==> src/rtl/riscv_crypto_sbox_seq.sv <==
// Byte-serial sequencer for a shared AES/SM4 S-box: feeds one byte per cycle
// to the external combinational S-box and assembles the substituted word.
//
// state | meaning
// IDLE  | ready for a request; S-box controls idle
// BUSY  | one byte per cycle through the S-box, written into result
// DONE  | result held until the consumer takes it
module riscv_crypto_sbox_seq #(
  parameter int SINGLE_EN = 1
) (
  input  logic        g_clk,
  input  logic        g_rst,
  input  logic        in_valid,
  output logic        in_ready,
  input  logic        op_aes,
  input  logic        op_sm4,
  input  logic        op_dec,
  input  logic        op_single,
  input  logic [1:0]  bs,
  input  logic [31:0] rs1,
  output logic [7:0]  sbox_in,
  output logic        sbox_aes,
  output logic        sbox_sm4,
  output logic        sbox_dec,
  input  logic [7:0]  sbox_out,
  output logic        out_valid,
  input  logic        out_ready,
  output logic [31:0] result
);

  typedef enum logic [1:0] {
    IDLE = 2'd0,
    BUSY = 2'd1,
    DONE = 2'd2
  } state_t;

  state_t      r_state;
  state_t      w_next;
  logic [31:0] r_word;
  logic [31:0] r_result;
  logic [1:0]  r_cnt;
  logic        r_aes;
  logic        r_sm4;
  logic        r_dec;
  logic        r_single;
  logic        w_busy;
  logic        w_single;
  logic        w_last;
  logic        w_sel_aes;
  logic        w_sel_sm4;
  logic [7:0]  w_byte;

  // AES has priority; a request naming neither algorithm falls back to SM4.
  assign w_sel_aes = op_aes;
  assign w_sel_sm4 = (op_sm4 & ~op_aes) | ~(op_aes | op_sm4);
  assign w_single  = (SINGLE_EN != 0) && op_single;
  assign w_busy    = (r_state == BUSY);
  assign w_last    = r_single || (r_cnt == 2'd3);

  always_comb begin
    w_byte = r_word[7:0];
    case (r_cnt)
      2'd0: w_byte = r_word[7:0];
      2'd1: w_byte = r_word[15:8];
      2'd2: w_byte = r_word[23:16];
      2'd3: w_byte = r_word[31:24];
      default: w_byte = r_word[7:0];
    endcase
  end

  always_comb begin
    w_next = r_state;
    case (r_state)
      IDLE: if (in_valid)  w_next = BUSY;
      BUSY: if (w_last)    w_next = DONE;
      DONE: if (out_ready) w_next = IDLE;
      default: w_next = IDLE;
    endcase
  end

  always_ff @(posedge g_clk) begin
    if (g_rst) begin
      r_state  <= IDLE;
      r_cnt    <= 2'd0;
      r_result <= 32'h0;
      r_word   <= 32'h0;
      r_aes    <= 1'b0;
      r_sm4    <= 1'b0;
      r_dec    <= 1'b0;
      r_single <= 1'b0;
    end else begin
      r_state <= w_next;
      case (r_state)
        IDLE: begin
          if (in_valid) begin
            r_word   <= rs1;
            r_aes    <= w_sel_aes;
            r_sm4    <= w_sel_sm4;
            r_dec    <= w_sel_aes & op_dec;
            r_single <= w_single;
            r_cnt    <= w_single ? bs : 2'd0;
            r_result <= 32'h0;
          end
        end
        BUSY: begin
          // Single mode always lands in the low byte; upper bytes stay cleared.
          if (r_single) r_result[7:0] <= sbox_out;
          else          r_result[{r_cnt, 3'b000} +: 8] <= sbox_out;
          if (!w_last) r_cnt <= r_cnt + 2'd1;
        end
        default: ;
      endcase
    end
  end

  assign in_ready  = (r_state == IDLE);
  assign out_valid = (r_state == DONE);
  assign sbox_in   = w_busy ? w_byte : 8'h00;
  assign sbox_aes  = w_busy & r_aes;
  assign sbox_sm4  = w_busy & r_sm4;
  assign sbox_dec  = w_busy & r_dec;
  assign result    = r_result;

endmodule

==> config.mk <==
export PLATFORM = sky130hd
export DESIGN_NAME = riscv_crypto_sbox_seq
export DESIGN_NICKNAME = d
export VERILOG_FILES = /design/src/rtl/riscv_crypto_sbox_seq.sv
export SDC_FILE = /design/constraint.sdc
export NUM_CORES = 1
export LEC_CHECK = 0
export ABC_AREA = 0
export CORE_UTILIZATION = 35
export DETAILED_ROUTE_END_ITERATION = 12
export HOLD_SLACK_MARGIN = 0.02
export MAX_ROUTING_LAYER = met4
export PLACE_DENSITY_LB_ADDON = 0.12
export REMOVE_ABC_BUFFERS = 1
export SETUP_SLACK_MARGIN = 0.4
export SYNTH_ARGS = -nofsm -noshare
export SYNTH_HDL_FRONTEND = slang
export SYNTH_SLANG_ARGS = --single-unit
==> constraint.sdc <==
create_clock -name g_clk -period 3.4 [get_ports g_clk]
set_input_delay 0.34 -clock g_clk [delete_from_list [all_inputs] [get_ports g_clk]]
set_output_delay 0.34 -clock g_clk [all_outputs]
set_load 0.03 [all_outputs]
Word level (Yosys, flattened, before mapping)
Cells that the tools add are included.
- bits in registers: 72
- input port bits: 50
- output and inout port bits: 45
- logic and storage cells: 56
- add/subtract/negate cells: 2
- equal/unequal tests: 10
- shifts and indexed selects: 2
- multiplexer cells: 15
- bitwise gates (word level): 9
- reductions and logical operators: 9
- operators by type and width (kind ; count):
    one-hot mux 32 bit (2 select lines) ; 1
    bitwise mux 32 bit ; 1
    two-way mux 32 bit ; 1
    one-hot mux 8 bit (4 select lines) ; 1
    variable shift 8 x 7 -> 32 bit, first input constant ; 1
    indexed part select 8 x 7 -> 32 bit ; 1
    two-way mux 24 bit ; 1
    two-way mux 8 bit ; 2
    two-way mux 2 bit ; 6
    AND reduction 3 bit ; 3
    negator 5 -> 7 bit ; 1
    equality test 2 bit, second input constant ; 3
    != test 2 bit, second input constant ; 3
    one-hot mux 2 bit (3 select lines) ; 1
    AND 1 bit ; 5
    equality test 2 x 1 -> 1 bit, second input constant ; 2
    zero test 2 bit ; 2
    != test 2 x 1 -> 1 bit, second input constant ; 2
    one-hot mux 2 bit (2 select lines) ; 1
    AND reduction 2 bit ; 2
    adder 2 x 1 -> 2 bit, second input constant ; 1
    inverter 1 bit ; 2
    OR 1 bit ; 2
    nonzero test 2 bit ; 1
    logical OR 1 bit ; 1

Logic depth before layout (Yosys ltp)
Gate-level depths: netlist of run 1.
- word-level depth: 5
- gate-level depth with buffers: 8
- gate-level depth less buffers: 6

Worst setup path before layout of run 1
Ideal clock, no wire load.
- path kind: reg2reg
- start point: reg r_cnt[0]
- end point: reg r_result[24], in the netlist result[24]
- library setup time: 59 ps
- data arrival time: 2238 ps
- required time: 3341 ps
- path slack: 1103 ps
- cell stages (with the launch flop): 9
- path buffers: 2
- period minus slack after synthesis: 2297 ps
- cells stage by stage: dfxtp_1 -> inv_1 -> ha_1 -> clkbuf_1 -> or3b_1 -> buf_2 -> or3_4 -> nor3b_4 -> a31o_1
- cells in the longest elaborated chain, start to end: 5
- elaborated cells between the ends (all ways): 6
- RTL lines (item ; RTL line ; text):
    start: declaration ; 41 ; logic [1:0] r_cnt;
    start signal: assignment ; 101 ; r_cnt <= w_single ? bs : 2'd0;
    start signal: assignment ; 109 ; if (!w_last) r_cnt <= r_cnt + 2'd1;
    negator 5 -> 7 bit (*) ; 108 ; else r_result[{r_cnt, 3'b000} +: 8] <= sbox_out;
    indexed part select 8 x 7 -> 32 bit or variable shift 8 x 7 -> 32 bit (tied branches) ; 108 ;
    bitwise mux 32 bit (*) ; 108 ;
    two-way mux 24 bit (*) ; 107 ; if (r_single) r_result[7:0] <= sbox_out;
    one-hot mux 32 bit (2 select lines) (*) ; 93 ; case (r_state)
    end signal: indexed assignment ; 108 ;
    end: declaration ; 40 ; logic [31:0] r_result;
Mark *: on every way between the ends. The rest lies on a longest branch, timed or not. The select of a mux whose other input is x is not followed.
A chain may end at the register's enable or synchronous reset.

Worst setup path in the final report of run 1
- start point: reg r_cnt[0]
- end point: out sbox_in[0]
- cells in the longest elaborated chain, start to end: 3
- elaborated cells between the ends (all ways): 6
- RTL lines (item ; RTL line ; text):
    equality test 2 bit, or another cell as far along ; 62 ; case (r_cnt)
    one-hot mux 8 bit (4 select lines) (*) ; 62 ;
    two-way mux 8 bit (*) ; 118 ; assign sbox_in = w_busy ? w_byte : 8'h00;
    end: declaration ; 21 ; output logic [7:0] sbox_in,
Mark *: on every way between the ends. The rest lies on a longest branch, timed or not.

==> results.ini, run 1 <==
[run_status]
status=finished clean

[worst_setup_path]
cp_data_arrival_time_ns=2.47
cp_max_fo=13
rr_startpoint=r_cnt[0]$_SDFFE_PP0P_
crit_path_end_kind=output pin
crit_start=r_cnt[0]$_SDFFE_PP0P_
worst-endpoint-required_ns=3.06
path_class=flip-flop to output pin
critPathLaunchType=flip-flop

[global_route]
grt_pass1_wl_um=12500
antenna_found_initial=0
use_met3=0.0545
grtUsageTotal=0.184
grt.overflow.total=0
busiest_layer=met2
grt_pass1_vias=2589
grt_max_degree=47
grtUsageMet2=0.284
gr-usage-met1=0.238

[logic_synthesis]
synth_commonest_cells=81 x nand2_1, 72 x dfxtp_1, 48 x a21oi_1
synth.distinct_cells=35
synth_top_area_cell=dfxtp_1
synth_top_area_frac=0.466
synth_most_common_cell=nand2_1
yosysWarnings=0
syn-cell-area_um2=3100
async_reset_ff_frac=0
syn_area_per_cell_um2=8.32
synth_edf_count=0
synth_ff_type=dfxtp_1
ys_seq_elements=72
seq_area_frac_synth=0.466
synthTopCellsByArea=dfxtp_1 47%, nand2_1 9.8%, a21oi_1 7.8%
syn_inst=372

[routing]
vias=2840
drcViolationCount=0
firstDrtPassIters=5
ant_nets=0
routed_wl_um=7910
dr.first_iter.drc_count=184
vias_per_cell=5.05
wire_per_inst_um=14.1

[cts]
clk_latency_ns=0.34
postCtsHoldBufs=0
cts_tree=built
htree_levels=3
clkTransAtPathRegs_ns=0.07
cts_made_buffers=9
postCtsSetupBuffers=0
cts_num_sinks=72
clk_path_buf_depth=2
cts_root_buf=clkbuf_8

[timing]
report.final.setup_viol=0
clock.fmax_ghz=0.356
grt_setup_unrepaired=no
hold_violations=0
holdWs_ns=0.455
fin_crit_ns=2.81
fin_ws_ns=0.589
timing.slew.headroom=0.221
tightest_slew_ns=1.17
clock_skew_ns=0.0126
fin_crit_sh=0.827
drv_slew=0

[layout]
drive_gt1_frac=0.0810
fin_nets=510
syn_to_final_growth_pct=38.0
antenna_cells=0

[floorplanning]
die_w_um=96.0
num_rows=33
start_util=0.369
die_h_um=96.0
ios=95
dieArea_um2=9220
coreArea_um2=8380

[power]
power-per-cell-area_nw_per_um2=444
peakVddDrop_mv=0.226
p_leak_nw=1.54

[worst_hold_path]
hold_class=flip-flop to flip-flop
worstHoldStart=r_dec$_SDFFE_PP0P_

[run]
drv_cap=0

[placement]
io_buffers=93
place_ws_ns=0.681
gp_congestion=0.739
hpwlAfterDp_um=5460

timing repair:
item | in CTS | in global routing
gates resized for setup | 0 | 1
endpoints found under the hold margin | 0 | 0
endpoints found under the setup margin | 0 | 8
cell families (layout without fill, tap and decap cells):
logic type	after synthesis	after routing	share of synthesized area
and+or+nand+nor	165	165	0.251
adders and majority gates	7	7	0.0283
muxes	8	8	0.0263
DFF	72	72	0.466
AOI/OAI and AO/OA	89	89	0.190
buffers and inverters	31	116	0.0388
flip-flops by register name, indices dropped and copies added, names as in the netlist:
name,count
r_cnt,2
r_sm4,1
r_word,32
r_dec,1
r_aes,1
r_state,2
result,32
r_single,1
metrics by stage:
stage / instance area [µm²] / cells / total power, mW / TNS, ns / util
2_1_floorplan: 2990 / 344 / 1.11 / -0.813 / -
5_1_grt: 4270 / 562 / 1.99 / 0 / 0.510
3_5_place_dp: 4090 / 547 / 1.28 / 0 / 0.488
3_3_place_gp: 4090 / 547 / 1.27 / 0 / 0.488
4_1_cts: 4270 / 562 / 1.92 / 0 / 0.510
6_report: 4270 / 562 / 1.90 / 0 / 0.510
cell type report:
cell class,instances,area (µm²)
Clock buffer,9,124
Tap cell,105,131
Sequential cell,72,1440
Inverter,3,11.3
Multi-Input combinational cell,269,1540
Timing Repair Buffer,98,963
Clock inverter,6,61.3
Fill cell,846,4110
report_power, final:
group	total, mW	internal (mW)	switching (mW)
registers	0.912	0.883	0.0293
logic	0.344	0.141	0.203
clock network	0.640	0.332	0.308
total	1.90	1.36	0.541
critical path, cell delays in order (launching register included):
cell and delay, ns:
dfxtp_2 0.42, ha_1 0.55, a222oi_1 0.19, nor2_1 0.12, a21oi_1 0.05, nor2_1 0.12, clkdlybuf4s50_1 0.68
cell usage in the layout, fill, tap and decap left out, types with 2 or more instances in the layout:
| cell | instances |
|---|---|
| clkbuf_8 | 9 |
| mux2i_1 | 7 |
| nand3b_1 | 3 |
| a21oi_1 | 48 |
| clkinv_2 | 3 |
| a31o_2 | 8 |
| and2_1 | 3 |
| inv_1 | 3 |
| a22oi_1 | 8 |
| a211oi_1 | 3 |
| a31o_1 | 8 |
| nand2_1 | 81 |
| ha_1 | 7 |
| nor3b_1 | 17 |
| nor2b_1 | 2 |
| nand2b_1 | 4 |
| clkdlybuf4s50_1 | 92 |
| o21ai_0 | 3 |
| a222oi_1 | 8 |
| nor2_1 | 36 |
| nor3_1 | 8 |
| buf_4 | 5 |
| dfxtp_1 | 71 |
| nand3_1 | 2 |
final timing paths:
check	depth (start not counted)	slack, ns	to
setup / recovery	6	0.59	sbox_in[0]
hold / removal	2	0.46	r_dec$_SDFFE_PP0P_
setup reg to reg	6	0.84	result[24]$_SDFFE_PP0P_
hold reg to reg	2	0.46	r_dec$_SDFFE_PP0P_
routing by layer:
layer	wire (µm)	part of all wire
met1	3620	0.46
met2	3730	0.47
met3	498	0.063
met4	54	0.0068
met5	0	0
Note: power is estimated with default switching activity, not from simulation.
==> run 2: changes to the inputs <==
Clock period 3.4 ns to 2.5 ns, I/O delays scaled along.
==> run 2 against run 1 <==
Flip-flop and latch count did not move. Sequential share of layout area shrank 0.36 points. Global-route usage up 0.65 points. Largest cell class unchanged.
==> results.ini, run 2 (synthesis results as in run 1) <==
[layout]
layout_common_cells=81 x nand2_1, 80 x clkdlybuf4s50_1, 69 x dfxtp_1, 48 x a21oi_1, 36 x nor2_1
fin_nets=519  ; +1.8%
syn_to_final_growth_pct=40.3
layout_commonest_cell=nand2_1
drive_gt1_frac=0.128  ; +0.0475
post-route-util=0.518  ; +0.00821
antenna_cells=0  ; unchanged
instances_no_fill=572  ; +1.8%
fillCellCount=837  ; -1.1%

[routing]
routed_wl_um=8080  ; +2.2%
vias_per_cell=4.99  ; -1.2%
wire_per_inst_um=14.1  ; +0.43%
drcViolationCount=0  ; unchanged
vias=2855  ; +0.53%
ant_nets=0  ; unchanged
firstDrtPassIters=4  ; -1
dr.first_iter.drc_count=176  ; -4.3%

[floorplanning]
start_util=0.369  ; unchanged
die_h_um=96.0  ; unchanged
coreArea_um2=8380  ; unchanged
dieArea_um2=9220  ; unchanged
die_w_um=96.0  ; unchanged
ios=95  ; unchanged
num_rows=33  ; unchanged

[power]
power_mw=2.61  ; +38%
power-per-cell-area_nw_per_um2=601  ; +35%
p_leak_nw=1.62  ; +5.2%
peakVddDrop_mv=0.317  ; +41%

[cts]
cts_root_buf=clkbuf_8
clk_latency_ns=0.34  ; about the same
htree_levels=3  ; unchanged
cts_tree=built
cts_made_buffers=9  ; unchanged
cts_num_sinks=72  ; unchanged
clkTransAtPathRegs_ns=0.07  ; about the same
postCtsHoldBufs=0  ; unchanged
clk_path_buf_depth=2  ; unchanged

[global_route]
grt_max_degree=70  ; +49%
grtUsageTotal=0.190  ; +0.00652
antenna_found_initial=0  ; unchanged
grt_pass1_wl_um=13000  ; +3.9%
grt.overflow.total=0  ; unchanged
grt_pass1_vias=2687  ; +3.8%

[run_status]
status=finished clean

[worst_setup_path]
cp_data_arrival_time_ns=1.77  ; -0.70 ns
worst-endpoint-required_ns=2.25  ; -0.81 ns
cp_max_fo=8  ; -5
critPathLaunchType=flip-flop
path_class=flip-flop to output pin
crit_path_end_kind=output pin

[timing]
hold_violations=0  ; unchanged
drv_slew=0  ; unchanged
grt_setup_unrepaired=yes
timing.slew.headroom=0.521  ; +0.300
fin_crit_ns=2.02
clock.fmax_ghz=0.495
tns_ns=0  ; unchanged
tightest_slew_ns=0.718  ; -0.447 ns
fin_crit_sh=0.809
report.final.setup_viol=0  ; unchanged
clock_skew_ns=0.00838  ; -0.00425 ns

[worst_hold_path]
hold_class=primary input to flip-flop

[placement]
hpwlAfterDp_um=5570  ; +2.0%
gp_congestion=0.778  ; +5.3%
io_buffers=93  ; unchanged
place_inst=554  ; +1.3%

[run]
drv_cap=0  ; unchanged

==> run 2: changes by cell type in the layout (fill, tap and decap cells not counted), moves of 2 or more <==
cell	change
ha_4	+2
clkbuf_1	+3
ha_1	-3
dlygate4sd2_1	+4
clkdlybuf4s50_1	-12
buf_4	+9
inv_1	-2
buf_2	+7
dfxtp_4	+2
dfxtp_1	-2
==> run 2: per-stage QoR <==
step | cell area (µm²) | hold slack [ns] | setup slack, ns
floorplan | 2990 | 0.319 | -1.31
global placement | 4140 | 0.436 | 0.232
detailed placement | 4140 | 0.445 | 0.162
CTS | 4320 | 0.154 | 0.303
global route | 4340 | 0.169 | 0.318
finish | 4340 | 0.166 | 0.479
==> run 2: power by group <==
group          internal (mW)  switching, mW  leakage (nW)  total (mW)
Combinational          0.211          0.288         0.933       0.499
Sequential              1.20         0.0404         0.588        1.24
Clock                  0.457          0.411        0.0941       0.868
==> run 2: layout make-up <==
type	count	area (µm²)	share of cell area
Inverter	3	13.8	0.00317
Tap cell	105	131	0.0303
Multi-Input combinational cell	269	1570	0.363
Timing Repair Buffer	107	992	0.229
Clock buffer	12	135	0.0311
Clock inverter	4	45.0	0.0104
Sequential cell	72	1450	0.334
==> run 2: final timing paths <==
| check | start | cells past startpoint | slack [ns] | end |
|---|---|---|---|---|
| setup / recovery | r_cnt[1]$_SDFFE_PP0P_ | 7 | 0.48 | sbox_in[6] |
| hold / removal | g_rst | 2 | 0.17 | r_cnt[1]$_SDFFE_PP0P_ |
| setup reg to reg | r_cnt[0]$_SDFFE_PP0P_ | 7 | 0.50 | result[31]$_SDFFE_PP0P_ |
| hold reg to reg | r_aes$_SDFFE_PP0P_ | 2 | 0.45 | r_aes$_SDFFE_PP0P_ |
==> run 2: what timing repair did <==
action                                  in CTS  in global routing
endpoints found under the setup margin      20                 25
gates resized for setup                     52                 10
setup buffers                                1                  1
pin swaps                                    1                  3
==> run 2: critical path: stages, from the launching register on <==
cell,delay [ns]
dfxtp_4,0.39
inv_4,0.06
ha_4,0.19
a222oi_1,0.36
nor2_1,0.07
a21oi_1,0.12
nor2_1,0.05
buf_2,0.19
==> run 2: metal layers <==
layer,global-route usage,vias to the layer above,wire length (µm)
met5,-,-,0
met4,0.0485,0,61
met3,0.0577,7,466
met2,0.274,72,3600
met1,0.258,1305,3950
li1,-,1471,-
